`src/rtl/idle_pm_pkg.sv`:
```
// Shared power-management types for the per-peripheral sleep controller.
package idle_pm_pkg;

    localparam int PWR_STATE_W = 2;

    typedef enum logic [PWR_STATE_W-1:0] {
        PWR_ACTIVE   = 2'd0,
        PWR_ENTERING = 2'd1,
        PWR_ASLEEP   = 2'd2,
        PWR_EXITING  = 2'd3
    } pwr_state_e;

    // sleep_req is held high in every state that owns the handshake toward sleep
    function automatic logic state_requests_sleep(input pwr_state_e st);
        return (st == PWR_ENTERING) || (st == PWR_ASLEEP);
    endfunction

endpackage

```
`src/rtl/periph_sleep_fsm.sv`:
```
// Single-peripheral power sequencer: idle counter, recent-activity window,
// wake latch and the ACTIVE/ENTERING/ASLEEP/EXITING handshake FSM.
module periph_sleep_fsm
    import idle_pm_pkg::*;
#(
    parameter int W       = 16,
    parameter int ACT_WIN = 256
) (
    input  logic                   clk,
    input  logic                   rst,
    input  logic                   en,
    input  logic                   periph_busy,
    input  logic                   wake_req,
    input  logic                   sleep_eligible,
    input  logic                   sleep_ack,
    output logic [W-1:0]           idle_count,
    output logic                   recent_activity,
    output logic                   sleep_req,
    output logic [PWR_STATE_W-1:0] pwr_state
);

    localparam int           WIN_W    = $clog2(ACT_WIN + 1);
    localparam logic [W-1:0] IDLE_MAX = {W{1'b1}};
    localparam logic [W-1:0] IDLE_MIN = W'(2);
    localparam logic [WIN_W-1:0] WIN_LOAD = WIN_W'(ACT_WIN);

    pwr_state_e       state_r;
    pwr_state_e       state_nxt_s;
    logic             wake_pend_r;
    logic             wake_pend_nxt_s;
    logic [W-1:0]     idle_cnt_r;
    logic [W-1:0]     idle_cnt_nxt_s;
    logic [WIN_W-1:0] win_cnt_r;
    logic [WIN_W-1:0] win_cnt_nxt_s;
    logic             sleep_req_r;
    logic             recent_r;
    logic             wake_now_s;
    logic             enter_ok_s;
    logic             exit_done_s;

    // Next-state decode; wake sources always override entry into sleep
    always_comb begin
        state_nxt_s     = state_r;
        wake_pend_nxt_s = 1'b0;
        exit_done_s     = 1'b0;
        wake_now_s      = wake_req | periph_busy | ~en;
        // idle_count >= 2 masks an eligible result computed before the last busy cycle
        enter_ok_s      = en & sleep_eligible & ~periph_busy & ~wake_req &
                          (idle_cnt_r >= IDLE_MIN);
        case (state_r)
            PWR_ACTIVE: begin
                if (enter_ok_s) begin
                    state_nxt_s = PWR_ENTERING;
                end else begin
                    state_nxt_s = PWR_ACTIVE;
                end
            end
            PWR_ENTERING: begin
                if (sleep_ack) begin
                    // a wake seen now or earlier in ENTERING turns the ack into an exit
                    if (wake_pend_r | wake_now_s) begin
                        state_nxt_s = PWR_EXITING;
                    end else begin
                        state_nxt_s = PWR_ASLEEP;
                    end
                    wake_pend_nxt_s = 1'b0;
                end else begin
                    state_nxt_s     = PWR_ENTERING;
                    wake_pend_nxt_s = wake_pend_r | wake_now_s;
                end
            end
            PWR_ASLEEP: begin
                if (wake_req | ~en) begin
                    state_nxt_s = PWR_EXITING;
                end else begin
                    state_nxt_s = PWR_ASLEEP;
                end
            end
            PWR_EXITING: begin
                if (!sleep_ack) begin
                    state_nxt_s = PWR_ACTIVE;
                    exit_done_s = 1'b1;
                end else begin
                    state_nxt_s = PWR_EXITING;
                end
            end
            default: begin
                state_nxt_s = PWR_ACTIVE;
            end
        endcase
    end

    // Idle counter: counts only in ACTIVE, frozen while sleeping, cleared on wake-up
    always_comb begin
        idle_cnt_nxt_s = idle_cnt_r;
        case (state_r)
            PWR_ACTIVE: begin
                if (periph_busy | wake_req) begin
                    idle_cnt_nxt_s = '0;
                end else if (idle_cnt_r != IDLE_MAX) begin
                    idle_cnt_nxt_s = idle_cnt_r + W'(1);
                end else begin
                    idle_cnt_nxt_s = idle_cnt_r;
                end
            end
            PWR_EXITING: begin
                if (exit_done_s) begin
                    idle_cnt_nxt_s = '0;
                end else begin
                    idle_cnt_nxt_s = idle_cnt_r;
                end
            end
            default: begin
                idle_cnt_nxt_s = idle_cnt_r;
            end
        endcase
    end

    // Activity window: reload on any activity or wake-up, otherwise run down to zero
    always_comb begin
        win_cnt_nxt_s = win_cnt_r;
        if (periph_busy | wake_req | exit_done_s) begin
            win_cnt_nxt_s = WIN_LOAD;
        end else if (win_cnt_r != '0) begin
            win_cnt_nxt_s = win_cnt_r - WIN_W'(1);
        end else begin
            win_cnt_nxt_s = win_cnt_r;
        end
    end

    // State and registered outputs
    always_ff @(posedge clk) begin
        if (rst) begin
            state_r     <= PWR_ACTIVE;
            wake_pend_r <= 1'b0;
            idle_cnt_r  <= '0;
            win_cnt_r   <= '0;
            sleep_req_r <= 1'b0;
            recent_r    <= 1'b0;
        end else begin
            state_r     <= state_nxt_s;
            wake_pend_r <= wake_pend_nxt_s;
            idle_cnt_r  <= idle_cnt_nxt_s;
            win_cnt_r   <= win_cnt_nxt_s;
            sleep_req_r <= state_requests_sleep(state_nxt_s);
            recent_r    <= (win_cnt_nxt_s != '0);
        end
    end

    assign idle_count      = idle_cnt_r;
    assign recent_activity = recent_r;
    assign sleep_req       = sleep_req_r;
    assign pwr_state       = state_r;

endmodule

```
`src/rtl/periph_sleep_ctrl.sv`:
```
// Power-state controller for N independent peripherals; one sequencer each.
module periph_sleep_ctrl
    import idle_pm_pkg::*;
#(
    parameter int N       = 4,
    parameter int W       = 16,
    parameter int ACT_WIN = 256
) (
    input  logic                              clk,
    input  logic                              rst,
    input  logic                              en,
    input  logic [N-1:0]                      periph_busy,
    input  logic [N-1:0]                      wake_req,
    input  logic [N-1:0]                      sleep_eligible,
    input  logic [N-1:0]                      sleep_ack,
    output logic [N-1:0][W-1:0]               idle_count,
    output logic [N-1:0]                      recent_activity,
    output logic [N-1:0]                      sleep_req,
    output logic [N-1:0][PWR_STATE_W-1:0]     pwr_state
);

    for (genvar gi = 0; gi < N; gi++) begin : g_periph
        periph_sleep_fsm #(
            .W       (W),
            .ACT_WIN (ACT_WIN)
        ) u_fsm (
            .clk             (clk),
            .rst             (rst),
            .en              (en),
            .periph_busy     (periph_busy[gi]),
            .wake_req        (wake_req[gi]),
            .sleep_eligible  (sleep_eligible[gi]),
            .sleep_ack       (sleep_ack[gi]),
            .idle_count      (idle_count[gi]),
            .recent_activity (recent_activity[gi]),
            .sleep_req       (sleep_req[gi]),
            .pwr_state       (pwr_state[gi])
        );
    end

endmodule

```
`config.mk`:
```
export PLATFORM = sky130hd
export DESIGN_NAME = periph_sleep_ctrl
export DESIGN_NICKNAME = d
export VERILOG_FILES = /design/src/rtl/idle_pm_pkg.sv /design/src/rtl/periph_sleep_fsm.sv /design/src/rtl/periph_sleep_ctrl.sv
export SDC_FILE = /design/constraint.sdc
export NUM_CORES = 1
export LEC_CHECK = 0
export ABC_AREA = 0
export CAP_MARGIN = 0
export CORE_UTILIZATION = 50
export DETAILED_ROUTE_END_ITERATION = 8
export GPL_TIMING_DRIVEN = 1
export PLACE_DENSITY = 0.77
export SETUP_SLACK_MARGIN = 0.3
export SYNTH_ARGS = -nofsm -noshare
export SYNTH_HDL_FRONTEND = slang
export SYNTH_SLANG_ARGS = --single-unit
```
`constraint.sdc`:
```
create_clock -name clk -period 3.6 [get_ports clk]
set_input_delay 0.9 -clock clk [delete_from_list [all_inputs] [get_ports clk]]
set_output_delay 0.9 -clock clk [all_outputs]
set_load 0.005 [all_outputs]
```
==> flow_summary.json <==
{
  "multi_input_area_um2": 4190,
  "dr_total_vias": 6798,
  "grt_pass1_vias": 6195,
  "initial_utilization_pct": 52.0,
  "ir_worst_vdd_mv": 0.351,
  "cts_buffer_depth": 2,
  "register_area_um2": 2400,
  "drc_errors": 0,
  "crit_fanout": 13,
  "syn_inst": 849,
  "ys_async_sr_fraction_pct": 0,
  "finalSetupViolations": 0,
  "reg2reg_depth": 6,
  "drv_cap": 0,
  "dp_hpwl_um": 12300,
  "cts_resized": 0,
  "path_class": "input pin to flop",
  "hold_viol": 0,
  "cts_tree": "built",
  "ios": 99,
  "ys_seq_elements": 120,
  "syn_to_final_growth_pct": 23.6,
  "fmax_ghz": 0.357,
  "layout-drive-gt1-share_pct": 7.18,
  "required_ns": 3.94,
  "die_area_um2": 14500,
  "h-tree-depth": 4,
  "clk_pin_slew_worst_paths_ns": 0.06,
  "fp.dieH_um": 120,
  "worstPathArrival_ns": 3.14,
  "ant_nets": 0,
  "die_w_um": 120,
  "wl_per_cell_um": 15.8,
  "synth_nets": 900,
  "fillers": 1193,
  "fin_util_pct": 64.2,
  "final_max_slew_viol_count": 0,
  "wirelength_um": 17700,
  "synth_top_cell_area_share_pct": 34.4,
  "fin_crit_sh_pct": 77.8,
  "avgSynthCellArea_um2": 8.23,
  "drtPass1Iterations": 5,
  "powerDensity_nw_per_um2": 409,
  "worstReg2RegStart": "g_periph[0].u_fsm.idle_count[1]",
  "post-cts-setup-buffers": 0,
  "fin_crit_ns": 2.80,
  "ys_warn_count": 0,
  "setup_tns_ns": 0,
  "yosysUniqueCellTypes": 75,
  "finalClockSkew_ns": 0.00678,
  "root_buffer": "clkbuf_16",
  "cts_sinks": 120,
  "r2r_end": "g_periph[0].u_fsm.idle_count[10]",
  "worstSkewPairLatency_ns": 0.42,
  "yosysTopAreaCell": "dfxtp_1",
  "grt_usage_pct": 25.3,
  "grt-ovfl-total": 0,
  "worst_pin_slew_ns": 0.693,
  "cts_buffers": 17,
  "drt-initial-drc-count": 465,
  "antenna_found_initial": 0,
  "cp-startpoint": "wake_req[0]",
  "antenna_cells": 0,
  "status": "completed",
  "synth-seq-area-share_pct": 34.4,
  "p_leak_nw": 3.06,
  "nNetsFinal": 986,
  "p_total_mw": 3.53,
  "synth-edff-count": 0,
  "postCtsHoldBufs": 0,
  "rows": 42,
  "synthFlopType": "dfxtp_1",
  "ys_top_cells_by_area": "dfxtp_1 (34%), ha_1 (5.7%), a21oi_1 (5.4%)",
  "portBuffers": 98,
  "rrSetupSlack_ns": 1.12,
  "layoutNonFillerInstCount": 1123,
  "syn_area_um2": 6990,
  "cp-start-kind": "input pin",
  "grt_max_degree": 37,
  "gp_congestion": 0.862,
  "min_path_type": "flop to flop",
  "rsz0062_at_grt": "false",
  "max_slew_margin_pct": 53.8,
  "critPathCapture": "g_periph[0].u_fsm.idle_count[10]",
  "core_um2": 13500,
  "grt_pass1_wl_um": 29800,
  "crit_path_end_kind": "flop",
  "post-place-cells": 1092,
  "vias_per_cell": 6.05
}
routing by layer:
metal	GRT usage [%]	vias up	routed length (um)
li1	-	3350	-
met3	6.70	20	1120
met4	8.18	0	230
met5	0	-	0
met1	34.4	3192	8260
met2	38.9	236	8120
area by class of cell:
type,instances,area share (%)
repair buffers,109,12.3
clock inverters,9,1.42
flip-flops and latches,120,27.8
clock buffers,22,5.49
inverters,45,1.96
multi-input cells,642,48.5
well taps,176,2.55
report_power, final:
part | switching [mW] | internal (mW)
Combinational | 0.230 | 0.191
Sequential | 0.0393 | 1.36
Clock | 0.581 | 1.13
cell families after synthesis:
group,Yosys count,share of synthesized area (%)
AO/OA/AOI/OAI,221,20.9
XOR/XNOR,12,1.50
adder cells (fa/ha/maj),32,5.73
buffers and inverters,87,5.66
flip-flops,120,34.4
multiplexers,16,2.42
AND/OR/NAND/NOR,361,29.4
worst max-delay path, stage by stage:
cell and delay [ns]:
clkdlybuf4s50_1 0.45, nor2_1 0.29, nand4_1 0.18, or4_1 0.79, a31o_1 0.37, a21oi_1 0.16
through the flow:
step                      hold WS (ns)  instance area [um2]  setup WS (ns)
after floorplan                  0.478                 6990           1.22
after global placement           0.508                 8040          0.462
after detailed placement         0.526                 8040          0.423
after CTS                        0.533                 8640          0.852
after global routing             0.566                 8640          0.694
final                            0.528                 8640          0.800
state kept, by name, indices dropped and copies added (netlist names):
name                            cells
g_periph.u_fsm.idle_count          64
g_periph.u_fsm.win_cnt_r           36
g_periph.u_fsm.pwr_state            8
g_periph.u_fsm.recent_activity      4
g_periph.u_fsm.sleep_req            4
g_periph.u_fsm.wake_pend_r          4
cells in the final DEF, fill, tap and decap left out, drive strengths merged, types with 6 or more instances in the layout:
cell type,Yosys,routed
a311oi,14,14
clkdlybuf4s50,0,97
nand4b,6,6
or4,18,18
nand2,45,45
nor4b,8,8
a31oi,8,8
xnor2,9,9
o22ai,6,6
and4,9,9
nor4,26,26
dfxtp,120,120
mux2i,9,9
nand3b,7,7
nand4,17,17
inv,45,45
ha,32,32
clkbuf,22,22
a21oi,76,76
or3,14,14
nand2b,24,24
a211oi,8,8
and3,13,13
nor3,26,26
nor3b,7,7
nand3,26,26
nor2b,14,14
buf,20,12
o21ai,39,39
nor2,82,82
o31ai,18,18
mux2,7,7
a41oi,8,8
how the worst min path moves through the flow:
stage                                           from                                to  depth (start not counted)
floorplan             g_periph[0].u_fsm.win_cnt_r[8]    g_periph[0].u_fsm.win_cnt_r[8]                          2
global placement      g_periph[0].u_fsm.win_cnt_r[8]    g_periph[0].u_fsm.win_cnt_r[8]                          2
detailed placement  g_periph[2].u_fsm.idle_count[15]  g_periph[2].u_fsm.idle_count[15]                          2
CTS                   g_periph[0].u_fsm.win_cnt_r[8]    g_periph[0].u_fsm.win_cnt_r[8]                          2
global route        g_periph[2].u_fsm.idle_count[15]  g_periph[2].u_fsm.idle_count[15]                          2
finish              g_periph[2].u_fsm.idle_count[15]  g_periph[2].u_fsm.idle_count[15]                          2
synth_stat cells (21+ instances only):
cell,n
a21oi_1,76
clkbuf_1,21
dfxtp_1,120
ha_1,32
inv_1,45
nand2_1,44
nand2b_1,24
nand3_1,25
nor2_1,82
nor3_1,24
nor4_1,24
o21ai_0,32
Power figures use the tool's default switching activity.
